[src/rtl/sx_serial_driver_if.sv]
// Purpose: bundles the host handshake, the operand bus, the serial lanes and
//          the harness read-back pins of sx_serial_driver into one interface.
// Signals:
//   start / ready          host request and driver-idle indication
//   op_a, op_b, op_c       parallel operands (FRAME_BITS wide)
//   ser_out[2:0]           serial lanes to harness input bits [2:0]
//   sel_low                byte select to harness input bit 7 (1 = bytes 0/2)
//   dut_uo, dut_uio        harness dedicated / bidirectional output pins
//   result, result_valid   assembled 32-bit result and its one-cycle strobe
// Modports:
//   master  the driver side (sx_serial_driver)
//   slave   the host / harness side (wrapper or bench)
//
// Handshake: a transaction is accepted on the rising clock edge at which
// start and ready are both high; the operands are sampled on that same edge.
// start is ignored whenever ready is low, and nothing is queued. Completion is
// signalled by a single-cycle result_valid pulse that has no back-pressure.
interface sx_serial_driver_if #(
    parameter int FRAME_BITS = 32
);
    logic                  start;
    logic                  ready;
    logic [FRAME_BITS-1:0] op_a;
    logic [FRAME_BITS-1:0] op_b;
    logic [FRAME_BITS-1:0] op_c;
    logic [2:0]            ser_out;
    logic                  sel_low;
    logic [7:0]            dut_uo;
    logic [7:0]            dut_uio;
    logic [31:0]           result;
    logic                  result_valid;

    modport master (
        input  start, op_a, op_b, op_c, dut_uo, dut_uio,
        output ready, ser_out, sel_low, result, result_valid
    );

    modport slave (
        output start, op_a, op_b, op_c, dut_uo, dut_uio,
        input  ready, ser_out, sel_low, result, result_valid
    );
endinterface

[src/rtl/sx_serial_driver.sv]
// Purpose: host-side driver for the serial operand interface of the
//          size-exploration harness. Shifts three operands MSB-first onto
//          three lanes, then reads the 32-bit result back in two frames
//          (low byte-select, then high byte-select) through the 8+8 output pins.
// Ports:
//   clk      clock
//   reset    synchronous, active-high reset
//   bus      sx_serial_driver_if.master (handshake, operands, lanes, result)
//   state_o  current FSM state, for observation only
module sx_serial_driver #(
    parameter int FRAME_BITS    = 32,
    parameter int CAPTURE_DELAY = 1
) (
    input  logic               clk,
    input  logic               reset,
    sx_serial_driver_if.master bus,
    output logic [2:0]         state_o
);
    localparam int CW = $clog2(FRAME_BITS + CAPTURE_DELAY + 1);
    localparam logic [CW-1:0] LAST_BIT  = CW'(FRAME_BITS);
    localparam logic [CW-1:0] LAST_WAIT = CW'(CAPTURE_DELAY);
    localparam logic [CW-1:0] CNT_ONE   = CW'(1);

    typedef enum logic [2:0] {
        IDLE     = 3'd0,
        SHIFT_LO = 3'd1,
        WAIT_LO  = 3'd2,
        SHIFT_HI = 3'd3,
        WAIT_HI  = 3'd4
    } state_t;

    state_t                state_q, state_d;
    logic [CW-1:0]         cnt_q, cnt_d;
    logic [FRAME_BITS-1:0] a_q, a_d, b_q, b_d, c_q, c_d;
    logic [2:0]            ser_q, ser_d;
    logic                  sel_low_q, sel_low_d;
    logic [31:0]           result_q, result_d;
    logic                  valid_q, valid_d;

    // Operands are held in rotate registers: after FRAME_BITS rotations they
    // are back to their original value, so the second frame re-shifts the
    // full operand without a separate reload copy.
    function automatic logic [FRAME_BITS-1:0] rotl(input logic [FRAME_BITS-1:0] x);
        return {x[FRAME_BITS-2:0], x[FRAME_BITS-1]};
    endfunction

    always_ff @(posedge clk) begin
        if (reset) begin
            state_q   <= IDLE;
            cnt_q     <= '0;
            a_q       <= '0;
            b_q       <= '0;
            c_q       <= '0;
            ser_q     <= 3'b000;
            sel_low_q <= 1'b1;
            result_q  <= '0;
            valid_q   <= 1'b0;
        end else begin
            state_q   <= state_d;
            cnt_q     <= cnt_d;
            a_q       <= a_d;
            b_q       <= b_d;
            c_q       <= c_d;
            ser_q     <= ser_d;
            sel_low_q <= sel_low_d;
            result_q  <= result_d;
            valid_q   <= valid_d;
        end
    end

    // cnt_q holds the 1-based index of the current cycle inside the
    // shift or wait phase; it reloads to 1 on every phase change.
    always_comb begin
        state_d   = state_q;
        cnt_d     = cnt_q;
        a_d       = a_q;
        b_d       = b_q;
        c_d       = c_q;
        ser_d     = 3'b000;
        sel_low_d = sel_low_q;
        result_d  = result_q;
        valid_d   = 1'b0;
        case (state_q)
            IDLE: begin
                sel_low_d = 1'b1;
                if (bus.start) begin
                    // First bit goes out straight from the operand bus; the
                    // latched copy is already rotated past it.
                    ser_d   = {bus.op_c[FRAME_BITS-1], bus.op_b[FRAME_BITS-1], bus.op_a[FRAME_BITS-1]};
                    a_d     = rotl(bus.op_a);
                    b_d     = rotl(bus.op_b);
                    c_d     = rotl(bus.op_c);
                    cnt_d   = CNT_ONE;
                    state_d = SHIFT_LO;
                end
            end
            SHIFT_LO, SHIFT_HI: begin
                if (cnt_q == LAST_BIT) begin
                    cnt_d   = CNT_ONE;
                    state_d = (state_q == SHIFT_LO) ? WAIT_LO : WAIT_HI;
                end else begin
                    ser_d = {c_q[FRAME_BITS-1], b_q[FRAME_BITS-1], a_q[FRAME_BITS-1]};
                    a_d   = rotl(a_q);
                    b_d   = rotl(b_q);
                    c_d   = rotl(c_q);
                    cnt_d = cnt_q + CNT_ONE;
                end
            end
            WAIT_LO: begin
                if (cnt_q == LAST_WAIT) begin
                    result_d[7:0]   = bus.dut_uo;
                    result_d[23:16] = bus.dut_uio;
                    ser_d     = {c_q[FRAME_BITS-1], b_q[FRAME_BITS-1], a_q[FRAME_BITS-1]};
                    a_d       = rotl(a_q);
                    b_d       = rotl(b_q);
                    c_d       = rotl(c_q);
                    sel_low_d = 1'b0;
                    cnt_d     = CNT_ONE;
                    state_d   = SHIFT_HI;
                end else begin
                    cnt_d = cnt_q + CNT_ONE;
                end
            end
            WAIT_HI: begin
                if (cnt_q == LAST_WAIT) begin
                    result_d[15:8]  = bus.dut_uo;
                    result_d[31:24] = bus.dut_uio;
                    valid_d   = 1'b1;
                    sel_low_d = 1'b1;
                    cnt_d     = '0;
                    state_d   = IDLE;
                end else begin
                    cnt_d = cnt_q + CNT_ONE;
                end
            end
            default: begin
                state_d = IDLE;
            end
        endcase
    end

    assign bus.ready        = (state_q == IDLE);
    assign bus.ser_out      = ser_q;
    assign bus.sel_low      = sel_low_q;
    assign bus.result       = result_q;
    assign bus.result_valid = valid_q;
    assign state_o          = state_q;
endmodule

[src/flat_wrapper.sv]
// flat-port wrapper written by rule: the top's interface ports become plain ports
module sx_serial_driver_flat 
#(
    parameter int FRAME_BITS    = 32,
    parameter int CAPTURE_DELAY = 1
)
  (clk, reset, state_o, bus_start, bus_op_a, bus_op_b, bus_op_c, bus_dut_uo, bus_dut_uio, bus_ready, bus_ser_out, bus_sel_low, bus_result, bus_result_valid);
  sx_serial_driver_if #(.FRAME_BITS(FRAME_BITS)) bus_i ();
  input  logic clk;
  input  logic reset;
  output logic [2:0] state_o;
  input wire logic [$bits(bus_i.start)-1:0] bus_start;
  input wire logic [$bits(bus_i.op_a)-1:0] bus_op_a;
  input wire logic [$bits(bus_i.op_b)-1:0] bus_op_b;
  input wire logic [$bits(bus_i.op_c)-1:0] bus_op_c;
  input wire logic [$bits(bus_i.dut_uo)-1:0] bus_dut_uo;
  input wire logic [$bits(bus_i.dut_uio)-1:0] bus_dut_uio;
  output wire logic [$bits(bus_i.ready)-1:0] bus_ready;
  output wire logic [$bits(bus_i.ser_out)-1:0] bus_ser_out;
  output wire logic [$bits(bus_i.sel_low)-1:0] bus_sel_low;
  output wire logic [$bits(bus_i.result)-1:0] bus_result;
  output wire logic [$bits(bus_i.result_valid)-1:0] bus_result_valid;
  assign bus_i.start = bus_start;
  assign bus_i.op_a = bus_op_a;
  assign bus_i.op_b = bus_op_b;
  assign bus_i.op_c = bus_op_c;
  assign bus_i.dut_uo = bus_dut_uo;
  assign bus_i.dut_uio = bus_dut_uio;
  assign bus_ready = bus_i.ready;
  assign bus_ser_out = bus_i.ser_out;
  assign bus_sel_low = bus_i.sel_low;
  assign bus_result = bus_i.result;
  assign bus_result_valid = bus_i.result_valid;
  sx_serial_driver #(.FRAME_BITS(FRAME_BITS), .CAPTURE_DELAY(CAPTURE_DELAY)) u_core (.clk(clk), .reset(reset), .bus(bus_i), .state_o(state_o));
endmodule
[config.mk]
export PLATFORM = sky130hd
export DESIGN_NAME = sx_serial_driver_flat
export DESIGN_NICKNAME = d
export VERILOG_FILES = /design/src/rtl/sx_serial_driver_if.sv /design/src/rtl/sx_serial_driver.sv /design/src/flat_wrapper.sv
export SDC_FILE = /design/constraint.sdc
export NUM_CORES = 1
export LEC_CHECK = 0
export CAP_MARGIN = 40
export CORE_MARGIN = 1
export CORE_UTILIZATION = 45
export CTS_CLUSTER_SIZE = 16
export DETAILED_ROUTE_END_ITERATION = 16
export PLACE_DENSITY = 0.77
export SETUP_SLACK_MARGIN = 0.5
export SLEW_MARGIN = 5
export SYNTH_ARGS = -nofsm -noshare
export SYNTH_HDL_FRONTEND = slang
export SYNTH_SLANG_ARGS = --single-unit
[constraint.sdc]
create_clock -name clk -period 2.2 [get_ports clk]
set_clock_uncertainty 0.15 [all_clocks]
set_input_delay 0.33 -clock clk [delete_from_list [all_inputs] [get_ports clk]]
set_output_delay 0.33 -clock clk [all_outputs]
set_load 0.03 [all_outputs]
Word-level counts from Yosys, hierarchy flattened
Index checks and enable logic that the tools add are counted.

operators by class
  bitwise logic cells = 1
  $add $sub $neg = 1
  muxes and demuxes = 31
  eq/ne operators = 11
  reductions and logical operators = 12

operators by type and width
  operator                                                                  count
  32-bit two-way mux                                                        9
  32-bit one-hot mux with 3 select lines                                    3
  3-bit two-way mux                                                         8
  6-bit two-way mux                                                         4
  6-bit one-hot mux with 4 select lines                                     1
  3-bit one-hot mux with 4 select lines                                     1
  3-bit one-hot mux with 3 select lines                                     1
  4-bit AND reduction                                                       2
  6-bit by 1-bit adder with 6-bit output (second input constant)            1
  3-bit by 2-bit equality test with 1-bit output (second input constant)    2
  6-bit by 1-bit equality test with 1-bit output (second input constant)    1
  6-bit equality test (second input constant)                               1
  2-bit by 1-bit inequality test with 1-bit output (second input constant)  3
  2-bit AND reduction                                                       3
  3-bit nonzero test                                                        2
  2-bit inequality test (second input constant)                             2
  4-bit nonzero test                                                        1
  2-bit OR reduction                                                        2
  3-bit by 1-bit equality test with 1-bit output (second input constant)    1
  3-bit equality test (second input constant)                               1
  3-bit zero test                                                           1
  1-bit two-way mux                                                         3
  1-bit one-hot mux with 3 select lines                                     1
  3-bit AND reduction                                                       1
  1-bit NOT                                                                 1

word-level totals
  logic and storage cells = 66
  output and inout port bits = 41
  input bits = 115
  flip-flop bits (word level) = 142

Logic depth before layout (Yosys ltp)
Gate-level depths: netlist of run 1.

  depth in word-level cells = 4
  depth in mapped cells = 9
  mapped depth without buffers = 6

Worst setup path after synthesis of run 1
Ideal clock, no wire load.

  kind = register to register
  from = register u_core.state_q[0] (netlist: u_core.state_o[0])
  to = register u_core.result_q[14] (netlist: u_core.bus.result[14])
  clock period less this slack = 2188 ps
  slack = 12 ps
  data required time = 1922 ps
  path buffers = 4
  stages on the path, launching flop included = 9
  setup time = 128 ps
  arrival = 1910 ps
  cells stage by stage = dfxtp_1 buf_2 clkbuf_1 nor3b_1 nand3_1 buf_2 buf_2 mux2i_1 nor2_1

between the ends
  cells in the longest elaborated chain, start to end = 2

ends and longest elaborated chain
  item                           line                    text
  start: declaration             sx_serial_driver.sv:32  state_t state_q, state_d;
  start signal: assignment       sx_serial_driver.sv:59  state_q <= state_d;
  3-bit equality test            sx_serial_driver.sv:83  case (state_q)
  2-bit AND reduction (no line)  n/a
  end signal: assignment         sx_serial_driver.sv:66  result_q <= result_d;
  end: declaration               sx_serial_driver.sv:37  logic [31:0] result_q, result_d;

No other way between the ends.
A chain may end at the register's enable or synchronous reset.

Worst setup path in the final report of run 1
  from = register u_core.cnt_q[1]
  to = register u_core.c_q[7]

between the ends
  cells in the longest elaborated chain, start to end = 3
  elaborated cells between the ends (all ways) = 5
  classes of those cells = eq/ne: 4; reduce/logical: 1

ends and longest elaborated chain
  item                                                                                                        line                                             text
  start: declaration                                                                                          sx_serial_driver.sv:33                           logic [CW-1:0] cnt_q, cnt_d;
  start signal: assignment                                                                                    sx_serial_driver.sv:60                           cnt_q <= cnt_d;
  6-bit equality test / 6-bit by 1-bit equality test with 1-bit output (equally long branches)                sx_serial_driver.sv:98, sx_serial_driver.sv:110
  2-bit inequality test (no line) / 2-bit by 1-bit inequality test with 1-bit output (equally long branches)  n/a
  4-bit AND reduction (no line) (*)                                                                           n/a
  end signal: assignment                                                                                      sx_serial_driver.sv:53                           c_q <= '0;
  end signal: assignment                                                                                      sx_serial_driver.sv:63                           c_q <= c_d;
  end: declaration                                                                                            sx_serial_driver.sv:34                           logic [FRAME_BITS-1:0] a_q, a_d, b_q, b_d, c_q, c_d;

Mark *: on every way between the ends. The rest lies on a longest branch, timed or not.

==> results.toml, run 1 <==
[run_status]
status = "finished clean"

[worst_setup_path]
crit_chain = "inv_4 -> ha_4 -> nand3b_1 -> o221ai_4 -> and2_4 -> buf_6 -> buf_12 -> buf_16 -> a211oi_1"
path_max_fanout = 5
crit_arrival_ns = 2.28
crit_family = "compound AO/OA/AOI/OAI gates"
cp-start-kind = "flop"
cp_num_buf_inv = 4
critPathKind = "reg2reg"
cp_data_required_time_ns = 2.37
critPathMaxStageDelay_ns = 0.37
cp_slowest_cell = "dfxtp_4"
worstSetupEndpointType = "flop"

[global_route]
grt_pass1_wl_microns = 28800
gr-total-overflow = 0
antenna_found_initial = 1
grt_max_degree = 53
gr-usage-all-layers = 0.253
grt_pass1_vias = 5777

[placed_design]
hpwl_microns = 10600
place.gp.congestion = 0.842
portBuffers = 155
dp_slack_ns = -0.0326

[sta]
setup_viol = 0
fmax_mhz = 473
rsz0062_at_grt = "true"
fin_ws_ns = 0.0870
relSlewSlack = 0.490
fin_crit_sh = 0.960
slew_violations = 0
finalHoldViolations = 0
max_slew.worst_pin.slew_ns = 0.765
min_period_ns = 2.11

[floorplanning]
fp.dieW_microns = 120
core-area_sq_mm = 0.0135
start_util = 0.467
ios = 156
dieArea_sq_mm = 0.0144
die_y_microns = 120
fp-row-count = 42

[synth]
postSynthCellCount = 639
async_flop_share = 0
synth_nets = 757
yosys-top-cells-area = "dfxtp_1, mux2i_1, a211oi_1"
yosys_warnings = 0
syn_avg_cell_area_sq_um = 9.84
synth_edf_count = 0
netlist_area_sq_mm = 0.00629
synth_top_cell_by_area = "dfxtp_1"
netlist.area_leader.share = 0.452
seq_area_frac_synth = 0.452
ys.flop_type = "dfxtp_1"
ys_types = 44
ys_ff_latch = 142

[finish]
final_common_cell = "dfxtp_1"
area_delta_synth_final_pct = 62.9
drive_above_1_share = 0.260
final_nets = 942
final_cell_mix = "dfxtp_1, mux2i_1, clkdlybuf4s50_1"

[job]
maxCapViolations = 0

[detailed_routing]
drt_iter0_markers = 466
first_pass_iters = 6
ant_nets = 0
vias = 5961
avgViaCountPerCell = 5.88
drc_errors = 0
routedWlPerCell_microns = 20.7
wl_microns = 21000

[cts]
htreeDepth = 4
tritoncts = "yes"
clock_sinks = 142
clk_latency_ns = 0.43
cts-root-buf = "clkbuf_16"
cts_buffer_depth = 2
cts.clk_slew.worst_paths_ns = 0.06
cts_buffers = 17

[power_and_ir_drop]
powerDensity_mw_per_mm2 = 703
peakVddDrop_mv = 0.549
leakage_nw = 4.81
finalPower_w = 0.00720

[worst_hold_path]
hold_class = "in2reg"
==> metal layers <==
metal,global-route usage,vias up,share of wire
met4,0.134,0,0.031
li1,-,2764,-
met3,0.0689,55,0.065
met1,0.295,2879,0.41
met2,0.421,263,0.50
met5,0,-,0
==> where the power goes <==
part	total [W]	internal, W	switching [W]
Clock	0.00311	0.00196	0.00115
Sequential	0.00285	0.00274	0.000110
Combinational	0.00124	0.000679	0.000563
==> area by class of cell <==
| cell class | instances | area [sq um] |
|---|---|---|
| inverter | 6 | 25.0 |
| tap | 176 | 220 |
| sequential | 142 | 2870 |
| fill | 848 | 3210 |
| clock buffer | 18 | 450 |
| clock inverter | 14 | 189 |
| timing repair buffer | 233 | 2840 |
| multi-input combinational | 424 | 3640 |
| antenna | 1 | 2.50 |
==> synthesized netlist by cell type (2+ instances only) <==
library cell	instances
a21o_1	2
buf_1	3
buf_2	25
or4_1	2
a211oi_1	96
xnor2_1	5
mux2i_1	127
o21ai_0	2
nand2_1	6
buf_6	2
ha_1	3
nor4_1	3
nand2b_1	2
inv_1	6
nand3_1	4
a21oi_1	100
dfxtp_1	142
o21bai_1	2
nor2_1	42
nor3_1	7
clkbuf_1	35
==> flip-flops by register name, summed over array words and instances (netlist names), 3 cells and up <==
| register | count |
|---|---|
| u_core.a_q | 32 |
| u_core.bus.ser_out | 3 |
| u_core.cnt_q | 6 |
| u_core.bus.result | 32 |
| u_core.state_o | 3 |
| u_core.b_q | 32 |
| u_core.c_q | 32 |
==> cells by family after synthesis <==
family / count (synthesis) / share of synthesized area
AO/OA/AOI/OAI: 212 / 0.218
AND/OR/NAND/NOR: 76 / 0.0597
buffers and inverters: 73 / 0.0533
flip-flops: 142 / 0.452
adder cells (fa/ha/maj): 3 / 0.00597
multiplexers: 127 / 0.202
XOR/XNOR: 6 / 0.00836
==> metrics by stage <==
stage | instances | instance area (sq um) | utilization | TNS, ns | hold WS (ns)
after floorplan | 639 | 6520 | - | 0 | 0.324
after global placement | 923 | 8120 | 0.604 | 0 | 0.323
after detailed placement | 923 | 8120 | 0.604 | -0.0689 | 0.338
after CTS | 993 | 9410 | 0.699 | 0 | 0.226
after global routing | 1014 | 10200 | 0.761 | 0 | 0.349
final | 1014 | 10200 | 0.761 | 0 | 0.301
==> timing repair <==
action,CTS,global route
gates cloned,8,12
endpoints found under the setup margin,181,179
resized for setup,65,122
pin swaps,24,31
buffers inserted,30,8
hold buffers,0,0
==> path summary, 6_finish.rpt <==
| check | cells after the start | slack, ns | from | end |
|---|---|---|---|---|
| setup / recovery | 9 | 0.09 | u_core.cnt_q[1]$_SDFFE_PP0P_ | u_core.c_q[7]$_SDFFE_PP0P_ |
| hold / removal | 2 | 0.30 | reset | u_core.bus.result[18]$_SDFFE_PP0P_ |
| setup reg to reg | 9 | 0.09 | u_core.cnt_q[1]$_SDFFE_PP0P_ | u_core.c_q[7]$_SDFFE_PP0P_ |
| hold reg to reg | 2 | 0.35 | u_core.bus.result[22]$_SDFFE_PP0P_ | u_core.bus.result[22]$_SDFFE_PP0P_ |
Power figures use the tool's default switching activity.
==> run 2, diff against run 1 <==
--- a/config.mk
+++ b/config.mk
@@ -8,6 +8,7 @@
 export CAP_MARGIN = 40
 export CORE_MARGIN = 1
 export CORE_UTILIZATION = 45
+export CTS_CLUSTER_DIAMETER = 50
 export CTS_CLUSTER_SIZE = 16
 export DETAILED_ROUTE_END_ITERATION = 16
 export PLACE_DENSITY = 0.77
@@ -16,3 +17,4 @@
 export SYNTH_ARGS = -nofsm -noshare
 export SYNTH_HDL_FRONTEND = slang
 export SYNTH_SLANG_ARGS = --single-unit
+export TNS_END_PERCENT = 30
==> run 2 against run 1 <==
Net effect:
- critical path type unchanged
- hold slack got worse by 0.099 ns
- fmax increased by 4.2%
- cell area decreased by 5.8%
- clock power decreased by 6.8%
- combinational power decreased by 7%
==> results.toml, run 2 (synthesis results as in run 1) <==
[floorplanning]
start_util = 0.467
dieArea_sq_mm = 0.0144
ios = 156
fp.dieW_microns = 120
core-area_sq_mm = 0.0135
fp-row-count = 42
die_y_microns = 120

[worst_setup_path]
cp-start-kind = "flop"
path_max_fanout = 16
cp_data_required_time_ns = 2.37
worstSetupEndpointType = "flop"
critPathKind = "reg2reg"
crit_arrival_ns = 2.20

[finish]
multi_input_area_sq_mm = 0.00338
area_delta_synth_final_pct = 53.4
final_cell_mix = "clkdlybuf4s50_1, dfxtp_1, mux2i_1"
final_area_sq_mm = 0.00965
fin_cells = 996
final_nets = 926
final_common_cell = "clkdlybuf4s50_1"
fillers = 941
diodes = 0
utilization = 0.717
seq_area_sq_mm = 0.00287
drive_above_1_share = 0.194

[power_and_ir_drop]
powerDensity_mw_per_mm2 = 716
finalPower_w = 0.00690
leakage_nw = 4.02
peakVddDrop_mv = 0.509

[run_status]
status = "finished clean"

[detailed_routing]
drc_errors = 0
ant_nets = 0
drt_iter0_markers = 508
avgViaCountPerCell = 5.93
wl_microns = 19900
routedWlPerCell_microns = 20.0
first_pass_iters = 7
vias = 5909

[worst_hold_path]
hold_class = "in2reg"

[cts]
clk_latency_ns = 0.42
clock_sinks = 142
cts-root-buf = "clkbuf_16"
cts.clk_slew.worst_paths_ns = 0.06
cts_buffers = 17
htreeDepth = 4
holdBufCountCts = 0
cts_buffer_depth = 2
tritoncts = "yes"

[placed_design]
dp_cells = 923
portBuffers = 155
place.gp.congestion = 0.760
hpwl_microns = 10700
placed_area_sq_mm = 0.00803

[global_route]
gr-total-overflow = 0
grt_max_degree = 60
grt_pass1_vias = 5700
grt_pass1_wl_microns = 29500
antenna_found_initial = 0
gr-usage-all-layers = 0.262

[job]
maxCapViolations = 0

[sta]
finalHoldViolations = 0
fmax_mhz = 493
setup_tns_ns = 0
slew_violations = 0
max_slew.worst_pin.slew_ns = 0.844
min_period_ns = 2.03
relSlewSlack = 0.432
setup_viol = 0
fin_crit_sh = 0.922
rsz0062_at_grt = "true"
-- run 2: cell count changes in the layout (fill, tap and decap cells not counted), moves of 3 or more --
| cell | before | now |
|---|---|---|
| a211oi_1 | 43 | 64 |
| a211oi_2 | 53 | 32 |
| buf_12 | 19 | 14 |
| buf_4 | 30 | 21 |
| buf_6 | 10 | 7 |
| clkbuf_1 | 0 | 3 |
| clkbuf_16 | 28 | 23 |
| clkbuf_8 | 0 | 6 |
| clkdlybuf4s50_1 | 113 | 149 |
| dlymetal6s2s_1 | 33 | 0 |
| nand3_1 | 1 | 4 |
| nor4_1 | 0 | 3 |
-- run 2: cell type report --
type | instances | area share
Multi-Input combinational cell | 424 | 0.350
Tap cell | 176 | 0.0228
Timing Repair Buffer | 217 | 0.265
Inverter | 6 | 0.00233
Clock buffer | 26 | 0.0538
Sequential cell | 142 | 0.297
Clock inverter | 5 | 0.00804
-- run 2: metal layers --
metal / GRT usage / vias up / part of all wire
li1: - / 2719 / -
met4: 0.0969 / 0 / 0.027
met3: 0.0524 / 45 / 0.052
met2: 0.444 / 246 / 0.50
met5: 0 / - / 0
met1: 0.327 / 2899 / 0.42
-- run 2: worst max-delay path: stages, from the launching register on --
cell	delay, ns
dfxtp_4	0.39
ha_4	0.14
nand3b_1	0.13
buf_6	0.16
o221ai_4	0.25
buf_4	0.21
clkbuf_16	0.18
a21oi_1	0.07
a211oi_1	0.25
-- run 2: power breakdown --
part | internal, W | total, W | switching, W
combinational | 0.000634 | 0.00115 | 0.000521
clock | 0.00184 | 0.00290 | 0.00106
sequential | 0.00274 | 0.00285 | 0.000107
total | 0.00522 | 0.00690 | 0.00169
-- run 2: final timing paths --
| check | start | slack (ns) | depth (start not counted) | endpoint |
|---|---|---|---|---|
| max reg2reg | u_core.cnt_q[0]$_SDFFE_PP0P_ | 0.17 | 8 | u_core.b_q[30]$_SDFFE_PP0P_ |
| min | reset | 0.20 | 2 | u_core.bus.result[15]$_SDFFE_PP0P_ |
| min reg2reg | u_core.bus.result[17]$_SDFFE_PP0P_ | 0.34 | 2 | u_core.bus.result[17]$_SDFFE_PP0P_ |
| max | u_core.cnt_q[0]$_SDFFE_PP0P_ | 0.17 | 8 | u_core.b_q[30]$_SDFFE_PP0P_ |
-- run 2: repair_timing --
| action | 4_1_cts | 5_1_grt |
|---|---|---|
| hold endpoints to repair | 0 | 0 |
| resized for setup | 72 | 38 |
| buffers inserted | 22 | 3 |
| setup endpoints to repair | 178 | 177 |
| pin swaps | 30 | 21 |
| cloned | 9 | 8 |
-- run 2: metrics by stage --
stage / setup slack [ns] / hold slack (ns)
after detailed placement: 0.0252 / 0.338
after CTS: 0.253 / 0.183
after global routing: 0.0683 / 0.204
after floorplan: 0.154 / 0.324
final: 0.171 / 0.202
after global placement: 0.0896 / 0.323
